File: src/rtl/pc_unit.sv
// pc_unit: program-counter unit between execute and instruction fetch.
// Holds the architectural PC and applies trap, trap-return, jump and
// taken-branch redirects in that order of priority. A misaligned jump or
// branch target is turned into a trap. The PC is offered to fetch with a
// valid/ready handshake, and a one-cycle bubble follows every redirect.
module pc_unit #(
    parameter int PC_WIDTH     = 12,
    parameter int OPD_WIDTH    = 32,
    parameter int INSTR_BYTES  = 4,
    parameter int RESET_VECTOR = 0,
    parameter int TRAP_VECTOR  = 'h100
) (
    input  logic                 clk,
    input  logic                 rst,
    input  logic                 stall,
    input  logic                 branch,
    input  logic [OPD_WIDTH-1:0] comp_result,
    input  logic                 jump,
    input  logic [OPD_WIDTH-1:0] target,
    input  logic                 trap,
    input  logic                 mret,
    input  logic                 fetch_ready,
    output logic                 fetch_valid,
    output logic [PC_WIDTH-1:0]  pc_out,
    output logic [PC_WIDTH-1:0]  pc_seq,
    output logic [PC_WIDTH-1:0]  epc,
    output logic                 in_trap,
    output logic                 misaligned
);

    localparam logic [PC_WIDTH-1:0] INC        = PC_WIDTH'(INSTR_BYTES);
    localparam logic [PC_WIDTH-1:0] ALIGN_MASK = INC - 1'b1;
    localparam logic [PC_WIDTH-1:0] RESET_PC   = PC_WIDTH'(RESET_VECTOR);
    localparam logic [PC_WIDTH-1:0] TRAP_PC    = PC_WIDTH'(TRAP_VECTOR);

    typedef enum logic [1:0] {
        IDLE,
        RUN,
        BUBBLE
    } state_t;

    state_t              state_q, state_d;
    logic [PC_WIDTH-1:0] pc_q, pc_d;
    logic [PC_WIDTH-1:0] pcSeq_q;
    logic [PC_WIDTH-1:0] epc_q, epc_d;
    logic                inTrap_q, inTrap_d;
    logic                misaligned_q, misaligned_d;
    logic                fetchValid_q;

    logic [PC_WIDTH-1:0] targetPc;
    logic                takenBranch;
    logic                targetMisaligned;
    logic                canAdvance;

    // Upper target bits beyond the PC width are intentionally discarded.
    logic                unusedTargetBits;
    assign unusedTargetBits = ^target;

    assign targetPc         = target[PC_WIDTH-1:0];
    assign takenBranch      = jump | (branch & (comp_result == OPD_WIDTH'(1)));
    assign targetMisaligned = |(targetPc & ALIGN_MASK);
    assign canAdvance       = (state_q == RUN) & fetchValid_q & fetch_ready & ~stall;

    // Next-state selection: redirect priority, then sequential advance or hold.
    always_comb begin
        pc_d         = pc_q;
        epc_d        = epc_q;
        inTrap_d     = inTrap_q;
        misaligned_d = 1'b0;
        state_d      = RUN;
        if (trap) begin
            pc_d     = TRAP_PC;
            epc_d    = pc_q;
            inTrap_d = 1'b1;
            state_d  = BUBBLE;
        end else if (mret && inTrap_q) begin
            pc_d     = epc_q;
            inTrap_d = 1'b0;
            state_d  = BUBBLE;
        end else if (takenBranch) begin
            if (targetMisaligned) begin
                pc_d         = TRAP_PC;
                epc_d        = pc_q;
                inTrap_d     = 1'b1;
                misaligned_d = 1'b1;
            end else begin
                pc_d = targetPc;
            end
            state_d = BUBBLE;
        end else if (canAdvance) begin
            pc_d = pc_q + INC;
        end
    end

    // State and registered outputs; the link address is derived from the next PC.
    always_ff @(posedge clk) begin
        if (rst) begin
            state_q      <= IDLE;
            pc_q         <= RESET_PC;
            pcSeq_q      <= RESET_PC + INC;
            epc_q        <= '0;
            inTrap_q     <= 1'b0;
            misaligned_q <= 1'b0;
            fetchValid_q <= 1'b0;
        end else begin
            state_q      <= state_d;
            pc_q         <= pc_d;
            pcSeq_q      <= pc_d + INC;
            epc_q        <= epc_d;
            inTrap_q     <= inTrap_d;
            misaligned_q <= misaligned_d;
            fetchValid_q <= (state_d == RUN);
        end
    end

    assign fetch_valid = fetchValid_q;
    assign pc_out      = pc_q;
    assign pc_seq      = pcSeq_q;
    assign epc         = epc_q;
    assign in_trap     = inTrap_q;
    assign misaligned  = misaligned_q;

endmodule

File: config.mk
export PLATFORM = sky130hd
export DESIGN_NAME = pc_unit
export DESIGN_NICKNAME = d
export VERILOG_FILES = /design/src/rtl/pc_unit.sv
export SDC_FILE = /design/constraint.sdc
export NUM_CORES = 1
export LEC_CHECK = 0
export ABC_AREA = 1
export BUFFER_PORTS_ARGS = -buffer_cell sky130_fd_sc_hd__buf_4
export CAP_MARGIN = 10
export CORE_ASPECT_RATIO = 1.1
export CORE_MARGIN = 4
export CORE_UTILIZATION = 40
export DETAILED_ROUTE_END_ITERATION = 16
export PLACE_DENSITY = 0.75
export REMOVE_ABC_BUFFERS = 1
export SETUP_SLACK_MARGIN = 0.3
export SKIP_LAST_GASP = 1
export SLEW_MARGIN = 20
export SYNTH_ARGS = -nofsm -noshare
export SYNTH_HDL_FRONTEND = slang
export SYNTH_SLANG_ARGS = --single-unit
export TNS_END_PERCENT = 10
File: constraint.sdc
create_clock -name clk -period 1.9 [get_ports clk]
set_input_delay 0.475 -clock clk [delete_from_list [all_inputs] [get_ports clk]]
set_output_delay 0.475 -clock clk [all_outputs]
set_load 0.02 [all_outputs]
# Word level (Yosys, flattened, before mapping)
# Cells that the tools add are included.
[totals] mem_bits_rw=0 mem_bits_ro=0 mem_count=0 wordCells=46 ff_bits=41 latch_bits=0
[op_classes] muxes=17 order_cmp=0 add_sub_neg=2 n_div=0 n_bitwise=7 n_reduce_logical=9 n_eq_ne=4 multipliers=0 n_shift=0
[op_table] operator="12-bit two-way mux" n=9
[op_table] operator="32-bit by 1-bit == test with 1-bit output, second input constant" n=1
[op_table] operator="12-bit by 3-bit adder with 12-bit output, second input constant" n=2
[op_table] operator="2-bit two-way mux" n=3
[op_table] operator="3-bit nonzero test" n=2
[op_table] operator="1-bit two-way mux" n=5
[op_table] operator="1-bit bitwise AND" n=4
[op_table] operator="2-bit by 1-bit == test with 1-bit output, second input constant" n=2
[op_table] operator="2-bit nonzero test" n=2
[op_table] operator="4-bit OR reduction" n=1
[op_table] operator="3-bit AND reduction" n=1
[op_table] operator="2-bit != test, second input constant" n=1
[op_table] operator="1-bit NOT" n=2
[op_table] operator="2-bit AND reduction" n=1
[op_table] operator="2-bit OR reduction" n=1
[op_table] operator="1-bit logical AND" n=1
[op_table] operator="1-bit OR" n=1

# Logic depth before layout (Yosys ltp)
# Gate-level depths: netlist (run 1).
[logic_depth] word_depth=9 ltp_mapped=17

# Worst setup path after synthesis (run 1)
# OpenSTA, ideal clock, no wires.
[synth_timing] kind="input port to flip-flop" start="input port comp_result[31]" end="register pcSeq_q[8] (netlist: pc_seq[8])" arrival_time_ps=1823 path_slack_ps=-41 cell_stages=15 n_path_buf=0 t_required_ps=1782 setup_time_ps=118 path_cell_list="nor2_1 -> nand2_1 -> nor2_1 -> nand2_1 -> nor2_4 -> nand2_4 -> nand2_4 -> nand2_1 -> nand3_1 -> nand2_2 -> ha_1 -> nand2_2 -> nor2_2 -> o21ai_0 -> nor2_1"
[synth_via] elab_chain_len=7
[synth_lines] element="from (decl)" line_no="17" source="input logic [OPD_WIDTH-1:0] comp_result,"
[synth_lines] element="32-bit by 1-bit == test with 1-bit output" line_no="60" source="assign takenBranch = jump | (branch & (comp_result == OPD_WIDTH'(1)));"
[synth_lines] element="1-bit bitwise AND" line_no="60"
[synth_lines] element="1-bit OR" line_no="60"
[synth_lines] element="12-bit two-way mux" line_no="80" source="end else if (takenBranch) begin"
[synth_lines] element="12-bit two-way mux" line_no="76" source="end else if (mret && inTrap_q) begin"
[synth_lines] element="12-bit two-way mux" line_no="71" source="if (trap) begin"
[synth_lines] element="via pc_d[2]" line_no="43" source="logic [PC_WIDTH-1:0] pc_q, pc_d;"
[synth_lines] element="12-bit by 3-bit adder with 12-bit output" line_no="108" source="pcSeq_q <= pc_d + INC;"
[synth_lines] element="to (signal assigned)" line_no="100" source="pcSeq_q <= RESET_PC + INC;"
[synth_lines] element="to (signal assigned)" line_no="108"
[synth_lines] element="to (decl)" line_no="44" source="logic [PC_WIDTH-1:0] pcSeq_q;"
# The timed path passes the listed nets, and every way through them passes these cells.
# A chain may end at the register's enable or synchronous reset.

# Worst setup path in the final report (run 1)
[layout_timing] start="input port comp_result[24]" end="register pcSeq_q[8] (netlist: pc_seq[8])"
[layout_via] elab_chain_len=7
[layout_lines] element="32-bit by 1-bit == test with 1-bit output" line_no="60"
[layout_lines] element="1-bit bitwise AND" line_no="60"
[layout_lines] element="1-bit OR" line_no="60"
[layout_lines] element="12-bit two-way mux" line_no="80"
[layout_lines] element="12-bit two-way mux" line_no="76"
[layout_lines] element="12-bit two-way mux" line_no="71"
[layout_lines] element="12-bit by 3-bit adder with 12-bit output" line_no="108"
# Every way passes these cells.

==> out/results.ini, run 1 <==
[timing]
hold_viol_final=0
post-route-period-util_pct=98.6
report.final.slew_viol_count=0
holdWs_ps=490
skew_ps=6.66
finalWorstSetupSlack_ps=25.8
rsz0062_at_grt=true
clock.fmax_ghz=0.534
setup-violations-final=0
relSlewSlack_pct=63.3
worstMarginPinSlew_ps=550
min_period_ps=1870

[grt]
antenna_found_initial=0
gr-total-overflow=0
grt_pass1_vias=2428
grt_max_degree=19
grt_pass1_wl_mm=11.2
grtUsageTotal_pct=21.3

[clocking]
cts_root_buf=clkbuf_8
clkSlewWorstSetupHoldPaths_ps=80
clk_latency_ps=290
cts.path.max_buffers=2
cts_tree=done
clock-sinks=38
ctsHtreeMaxLevel=2
cts_buffers=5
cts_hold_buffers=0

[critical_path]
cp_max_fo=6
critPathTopFamily=simple AND/OR/NAND/NOR gates
criticalPathCategory=primary input to flop
end_kind=flop
crit_top_cell=buf_6
crit_arrival_ps=2070
critPathSlowestCell=nor3_4
path_buf_inv=3
cp.required_ps=2090
startpoint_type=primary input
cp.depth=15
slowest_delay_ps=170
path_cells=buf_6 > nor2_4 > nand2_1 > nor2_1 > nand2_1 > nor2_4 > nand2_4 > buf_6 > nand3_2 > nand3_2 > nand2_4 > nand3_4 > buf_6 > nor3_4 > nor2_1
rr_worst_depth=12

[logic_synthesis]
synth_seq_cells=38
postSynthAreaPerCell_sq_um=6.74
syn_area_sq_um=2080
yosys.area.top_type=dfxtp_1
ys_types=30
synth_top_cell_area_share_pct=36.5
synth_cells=309
seq_area_frac_synth_pct=36.5
synth_area_leaders=dfxtp_1 (37%), nand2_1 (12%), nor2_1 (9.2%), inv_1 (5.8%), nand3_1 (5.3%)
yosysWarnings=0

[pwr]
power.internal_mw=1.39
power.switching_uw=604
p_leak_nw=1.67
switching_share_pct=30.2
seqPwrFrac_pct=43.8
powerDensity_nw_per_um2=555
clkPwrFrac_pct=29.0
vdd_drop_max_mv=0.467
pwr-share-comb_pct=27.2

[layout]
fin_cells=502
fillers=377
drive_above_1_share_pct=50.2
area_delta_synth_final_pct=72.7
num_antenna_cells=0
final_util_pct=71.5
final_nets=517

[routing]
dr.pass1.iters=5
vias=2537
drcViolationCount=0
antenna_left=0
routedWlPerCell_um=14.8
drtIter0Drc=172
finalWirelength_mm=7.43
viasPerCell=5.05

[floorplanning]
io_pins=111
core_area_sq_um=5030
chipWidth_um=76.8
die_y_um=83.7
initial_utilization_pct=41.4
die_area_sq_um=6430
num_rows=27

[worst_hold_path]
min_path_cells=2
hp-class=flop to flop

[placement]
placedCellCount=477
dp_hpwl_mm=4.96
gp_congestion=0.837
io_buffer_count=90
place_ws_ps=-297

[run]
cap_viol_max_count=0

[status]
status=finished, final reports clean

## placed cells by master (no fill, tap or decap), drive strengths merged
cell and n:
ha 2, nor4 1, o211ai 1, nand4 6, a21oi 21, and2 1
clkbuf 7, xnor2 2, o21ai 22, nand3 30, buf 138, nor3 5
xor2 1, nand2 75, dfxtp 38, inv 32, clkinv 2, nor2 59
or2 1
## cells by family (layout without fill, tap and decap cells)
group / Yosys count / after routing / synth area share [%]
buffers and inverters: 44 / 179 / 8.65
flip-flops: 38 / 38 / 36.5
XOR/XNOR: 3 / 3 / 1.26
AND/OR/NAND/NOR: 178 / 178 / 41.1
AO/OA/AOI/OAI: 44 / 44 / 11.2
adder cells (fa/ha/maj): 2 / 2 / 1.20
## final timing paths
| check | start | slack [ps] | to |
|---|---|---|---|
| max | comp_result[24] | 30 | pc_seq[8] |
| min reg2reg | pc_out[0] | 490 | epc[0] |
| max reg2reg | state_q[0] | 30 | pc_seq[11] |
| min | pc_out[0] | 490 | epc[0] |
## state kept, by name (all words and copies together), names as in the netlist
register,count
pc_seq,10
epc,12
misaligned,1
pc_out,12
state_q,2
in_trap,1
## cell type report
cell class                 instances  area [sq um]  area share, %
clock buffer                       7          86.3           2.40
tap                               58          72.6           2.02
inverter                          33           124           3.44
multi-input combinational        227          1460           40.6
clock inverter                     1          5.00          0.139
sequential                        38           768           21.4
timing repair buffer             138          1080           30.1
## Yosys cell counts (all sizes together)
cell and n:
nand2 75, nor2 59, dfxtp 38, inv 32, nand3 30, o21ai 22, a21oi 21, clkbuf 6
nand4 6, buf 5, nor3 5, ha 2, xnor2 2, and2 1, clkinv 1, nor4 1
o211ai 1, or2 1, xor2 1
## routing by layer
metal  wire, um  global-route usage, %  up-vias
met5          0                      0        -
met4        187                   8.73        0
met3        685                   6.70       15
met2       3810                   35.8      128
met1       2750                   24.7     1139
li1           -                      -     1255
## through the flow
stage	power (mW)	area, sq um	TNS (ps)
floorplan	1.09	2030	-2870
global placement	1.33	3010	-2600
detailed placement	1.34	3010	-3810
CTS	1.94	3270	0
global route	2.10	3600	-262
finish	2.00	3600	0
## power groups by stage
stage               clock network, mW  logic [mW]  registers (mW)
finish                          0.579       0.544           0.874
global route                    0.633       0.587           0.880
CTS                             0.584       0.478           0.873
detailed placement                  0       0.452           0.889
global placement                    0       0.445           0.889
floorplan                           0       0.152           0.940
## tightest hold or removal path, stage by stage (launching register included)
cell and delay (ps):
dfxtp_1 320, inv_1 60, a21oi_1 60
## timing repair
item / CTS / global route
pin swaps: 29 / 40
setup buffers: 5 / 12
setup endpoints to repair: 26 / 33
resized for setup: 34 / 64
hold endpoints to repair: 0 / 0
(Power assumes the default switching activity.)
==> run 2, diff against run 1 <==
- CTS_BUF_LIST: not set -> sky130_fd_sc_hd__clkbuf_8
- SKIP_CTS_REPAIR_TIMING: not set -> 1
==> out/results.ini, run 2 (synthesized netlist as in run 1, its figures left out) <==
[critical_path]
startpoint_type=flop
path_buf_inv=1  ; -2
critPathSlowestCell=dfxtp_2
end_kind=flop
cp.depth=12  ; -3
criticalPathCategory=flop to flop
cp.required_ps=2100  ; about the same
cp_max_fo=8  ; +2
path_cells=nand2_2 > nor3_4 > buf_6 > nand3_2 > nand2_1 > nand4_1 > a21oi_4 > nand2_2 > nor2_4 > nand3_2 > nand2_2 > nor2_2
critPathTopFamily=simple AND/OR/NAND/NOR gates
crit_arrival_ps=2060  ; about the same
slowest_delay_ps=350  ; +180 ps
crit_top_cell=nand2_2
rr_worst_depth=12  ; unchanged

[floorplanning]
initial_utilization_pct=41.4  ; unchanged
core_area_sq_um=5030  ; unchanged
io_pins=111  ; unchanged
num_rows=27  ; unchanged
die_y_um=83.7  ; unchanged
chipWidth_um=76.8  ; unchanged
die_area_sq_um=6430  ; unchanged

[placement]
place_ws_ps=-297  ; unchanged
io_buffer_count=90  ; unchanged
dp_hpwl_mm=4.96  ; unchanged
gp_congestion=0.837  ; unchanged

[pwr]
vdd_drop_max_mv=0.493  ; +5.6%
power_mw=1.95  ; -2.2%
p_leak_nw=1.65  ; -1.3%
powerDensity_nw_per_um2=570  ; +2.6%

[routing]
finalWirelength_mm=7.00  ; -5.8%
dr.pass1.iters=4  ; -1
viasPerCell=5.00  ; -1.1%
vias=2474  ; -2.5%
routedWlPerCell_um=14.1  ; -4.5%
drtIter0Drc=150  ; -13%
antenna_left=0  ; unchanged
drcViolationCount=0  ; unchanged

[clocking]
ctsHtreeMaxLevel=2  ; unchanged
cts_tree=done
cts.path.max_buffers=2  ; unchanged
cts_buffers=5  ; unchanged
clock-sinks=38  ; unchanged
clk_latency_ps=290  ; about the same
cts_root_buf=clkbuf_8
clkSlewWorstSetupHoldPaths_ps=80  ; about the same

[timing]
min_period_ps=1870  ; -8.22 ps
report.final.slew_viol_count=0  ; unchanged
setup-violations-final=0  ; unchanged
rsz0062_at_grt=true
finalWorstSetupSlack_ps=34.0  ; +8.22 ps
hold_viol_final=0  ; unchanged
post-route-period-util_pct=98.2  ; -0.43 points
skew_ps=4.70  ; -1.96 ps
clock.fmax_ghz=0.536  ; +0.44%
relSlewSlack_pct=62.5  ; -0.77 points
worstMarginPinSlew_ps=561  ; +11.6 ps

[status]
status=finished, final reports clean

[grt]
grt_max_degree=19  ; unchanged
grt_util_met1_pct=23.7  ; -0.97 points
grt_pass1_vias=2280  ; -6.1%
grt_use_met2_pct=33.1  ; -2.7 points
use_met3_pct=6.59  ; -0.11 points
antenna_found_initial=0  ; unchanged
gr-total-overflow=0  ; unchanged
grt_pass1_wl_mm=10.5  ; -6.3%
grt_busiest_layer=met2
grtUsageTotal_pct=19.8  ; -1.4 points

[layout]
layout_commonest_cell=buf_4
fillers=412  ; +9.3%
final_cell_mix=buf_4 (122), nand2_1 (55), nor2_1 (42), dfxtp_1 (33), inv_1 (31)
drive_above_1_share_pct=48.3  ; -1.9 points
area_delta_synth_final_pct=64.6
num_antenna_cells=0  ; unchanged
final_nets=510  ; -1.4%

[worst_hold_path]
min_path_cells=2  ; unchanged
hp-class=flop to flop

[run]
cap_viol_max_count=0  ; unchanged

[run 2: cell types whose count changed in the layout (fill, tap and decap cells not counted), moves of 2 or more]
| cell | delta |
|---|---|
| nand3_2 | +7 |
| buf_4 | -4 |
| inv_1 | +2 |
| nand2_4 | -2 |
| nand3_4 | -6 |
| nand2_1 | +3 |
| buf_6 | -3 |
| nor2_1 | +3 |
| nor2_4 | -4 |
[run 2: worst min-delay path: stages, from the launching register on]
cell and delay [ps]:
dfxtp_1 320, inv_1 60, a21oi_1 60
[run 2: per-layer routing]
metal	up-vias	routed length (um)
met5	-	0
met4	0	140
met3	11	642
met2	110	3490
met1	1112	2730
li1	1241	-
[run 2: stage by stage]
stage          TNS [ps]  cell area, sq um  hold slack (ps)  util (%)  instances
6_report              0              3430              490      68.1        495
2_1_floorplan     -2870              2030              544         -        298
3_3_place_gp      -2600              3010              472      59.8        477
4_1_cts               0              3100              490      61.6        485
3_5_place_dp      -3810              3010              479      59.8        477
5_1_grt            -197              3430              521      68.1        495
[run 2: final timing paths]
| check | startpoint | to | slack [ps] |
|---|---|---|---|
| worst max-delay path | state_q[0] | pc_seq[11] | 30 |
| worst min-delay path | pc_out[0] | epc[0] | 490 |
| worst max register to register | state_q[0] | pc_seq[11] | 30 |
| worst min register to register | pc_out[0] | epc[0] | 490 |
[run 2: final cells by class]
class	instances	area, sq um	area share (%)
multi-input combinational	227	1360	39.5
inverter	33	124	3.61
timing repair buffer	131	1020	29.7
tap	58	72.6	2.12
clock inverter	2	8.76	0.255
sequential	38	769	22.4
clock buffer	6	82.6	2.41
[run 2: where the power goes]
| part | internal (mW) | switching, mW | total [mW] |
|---|---|---|---|
| Combinational | 0.245 | 0.263 | 0.507 |
| Clock | 0.287 | 0.284 | 0.571 |
| Sequential | 0.841 | 0.0340 | 0.875 |
| Total | 1.37 | 0.580 | 1.95 |
==> run 3, diff against run 2 <==
- CTS_CLUSTER_SIZE: not set -> 40
- PLACE_DENSITY: 0.75 -> 0.73
- clock period: 1.9 -> 2.4 ns (I/O delays scaled with it)
==> out/results.ini, run 3 (synthesized netlist as in run 1, its figures left out) <==
[pwr]
powerDensity_nw_per_um2=461  ; -19%
vdd_drop_max_mv=0.395  ; -20%
p_leak_nw=1.52  ; -7.7%

[layout]
final_nets=487  ; -4.5%
num_antenna_cells=0  ; unchanged
layout_commonest_cell=buf_4
final_cell_mix=buf_4 (104), nand2_1 (57), nor2_1 (47), dfxtp_1 (36), inv_1 (34)
area_delta_synth_final_pct=53.0
drive_above_1_share_pct=40.9  ; -7.4 points

[grt]
antenna_found_initial=0  ; unchanged
grt_pass1_vias=2262  ; -0.79%
grt_pass1_wl_mm=10.4  ; -1.3%
gr-total-overflow=0  ; unchanged
grt_max_degree=19  ; unchanged
grtUsageTotal_pct=19.8  ; about the same

[placement]
dp_hpwl_mm=4.80  ; -3.1%
gp_congestion=0.833  ; -0.51%
io_buffer_count=90  ; unchanged

[routing]
drcViolationCount=0  ; unchanged
drtIter0Drc=131  ; -13%
vias=2372  ; -4.1%
routedWlPerCell_um=13.9  ; -1.9%
finalWirelength_mm=6.53  ; -6.7%
viasPerCell=5.04  ; +0.76%
antenna_left=0  ; unchanged
dr.pass1.iters=4  ; unchanged

[timing]
setup-violations-final=0  ; unchanged
skew_ps=2.99  ; -1.71 ps
relSlewSlack_pct=64.3  ; +1.8 points
report.final.slew_viol_count=0  ; unchanged
setup_tns_ps=0  ; unchanged
holdWs_ps=490  ; -0.372 ps
rsz0062_at_grt=true
post-route-period-util_pct=84.4
hold_viol_final=0  ; unchanged
min_period_ps=2020
clock.fmax_ghz=0.494
worstMarginPinSlew_ps=534  ; -26.7 ps

[clocking]
cts_tree=done
clkSlewWorstSetupHoldPaths_ps=70  ; about the same
clk_latency_ps=290  ; about the same
cts_buffers=5  ; unchanged
clock-sinks=38  ; unchanged
cts_root_buf=clkbuf_8
ctsHtreeMaxLevel=2  ; unchanged
cts.path.max_buffers=2  ; unchanged

[floorplanning]
num_rows=27  ; unchanged
io_pins=111  ; unchanged
core_area_sq_um=5030  ; unchanged
die_y_um=83.7  ; unchanged
chipWidth_um=76.8  ; unchanged
die_area_sq_um=6430  ; unchanged
initial_utilization_pct=41.4  ; unchanged

[worst_hold_path]
hp-class=flop to flop

[critical_path]
regToRegEndpoint=pc_seq[8]
endpoint=pc_seq[11]
cp_max_fo=4  ; -4
rr_worst_depth=14  ; +2
end_kind=flop
startpoint_type=primary input
criticalPathCategory=primary input to flop
crit_arrival_ps=2210  ; +150 ps
cp.required_ps=2590  ; +490 ps
reg2reg_from=pc_out[2]
r2r_slack_ps=420  ; +390 ps
crit_start=stall

[run]
cap_viol_max_count=0  ; unchanged

[status]
status=finished, final reports clean

run 3: power by group:
| group | internal, mW | switching (mW) | total, mW | leakage, nW |
|---|---|---|---|---|
| clock | 0.192 | 0.215 | 0.407 | 0.0466 |
| combinational | 0.170 | 0.199 | 0.369 | 1.16 |
| sequential | 0.666 | 0.0280 | 0.694 | 0.313 |
run 3: worst max-delay path, cell delays in order:
cell and delay [ps]:
buf_4 110, nor2_1 100, nand3_1 190, nor2_2 210, nand4_1 190, xnor2_1 190, o21ai_0 120, o21ai_2 250
nand3_2 110, nand2_1 70, nor2_1 60
run 3: worst min-delay path by stage:
stage / from / to / slack [ps] / depth (start not counted)
after global routing: pc_out[0] / epc[0] / 530 / 2
after global placement: pc_out[0] / epc[0] / 470 / 2
final: pc_out[0] / epc[0] / 490 / 2
after CTS: pc_out[0] / epc[0] / 490 / 2
after floorplan: pc_out[8] / epc[8] / 570 / 2
after detailed placement: pc_out[0] / epc[0] / 480 / 2
run 3: metrics by stage:
stage | cells | area (sq um) | util (%) | setup WS, ps | power, mW
floorplan | 298 | 2030 | - | 84.9 | 0.864
global placement | 458 | 2880 | 57.2 | 105 | 1.04
detailed placement | 458 | 2880 | 57.2 | 26.5 | 1.04
CTS | 465 | 2950 | 58.7 | 280 | 1.45
global route | 471 | 3190 | 63.3 | 253 | 1.54
finish | 471 | 3190 | 63.3 | 375 | 1.47
run 3: per-layer routing:
layer	global-route usage, %	wire [um]
met5	0	0
met3	5.51	531
met1	22.2	2590
met4	7.41	99
met2	35.3	3310
run 3: area by class of cell:
type / count / area [sq um]
Clock buffer: 5 / 68.8
Timing Repair Buffer: 108 / 835
Tap cell: 58 / 72.6
Clock inverter: 2 / 7.51
Inverter: 33 / 124
Multi-Input combinational cell: 227 / 1320
Fill cell: 460 / 1850
Sequential cell: 38 / 763
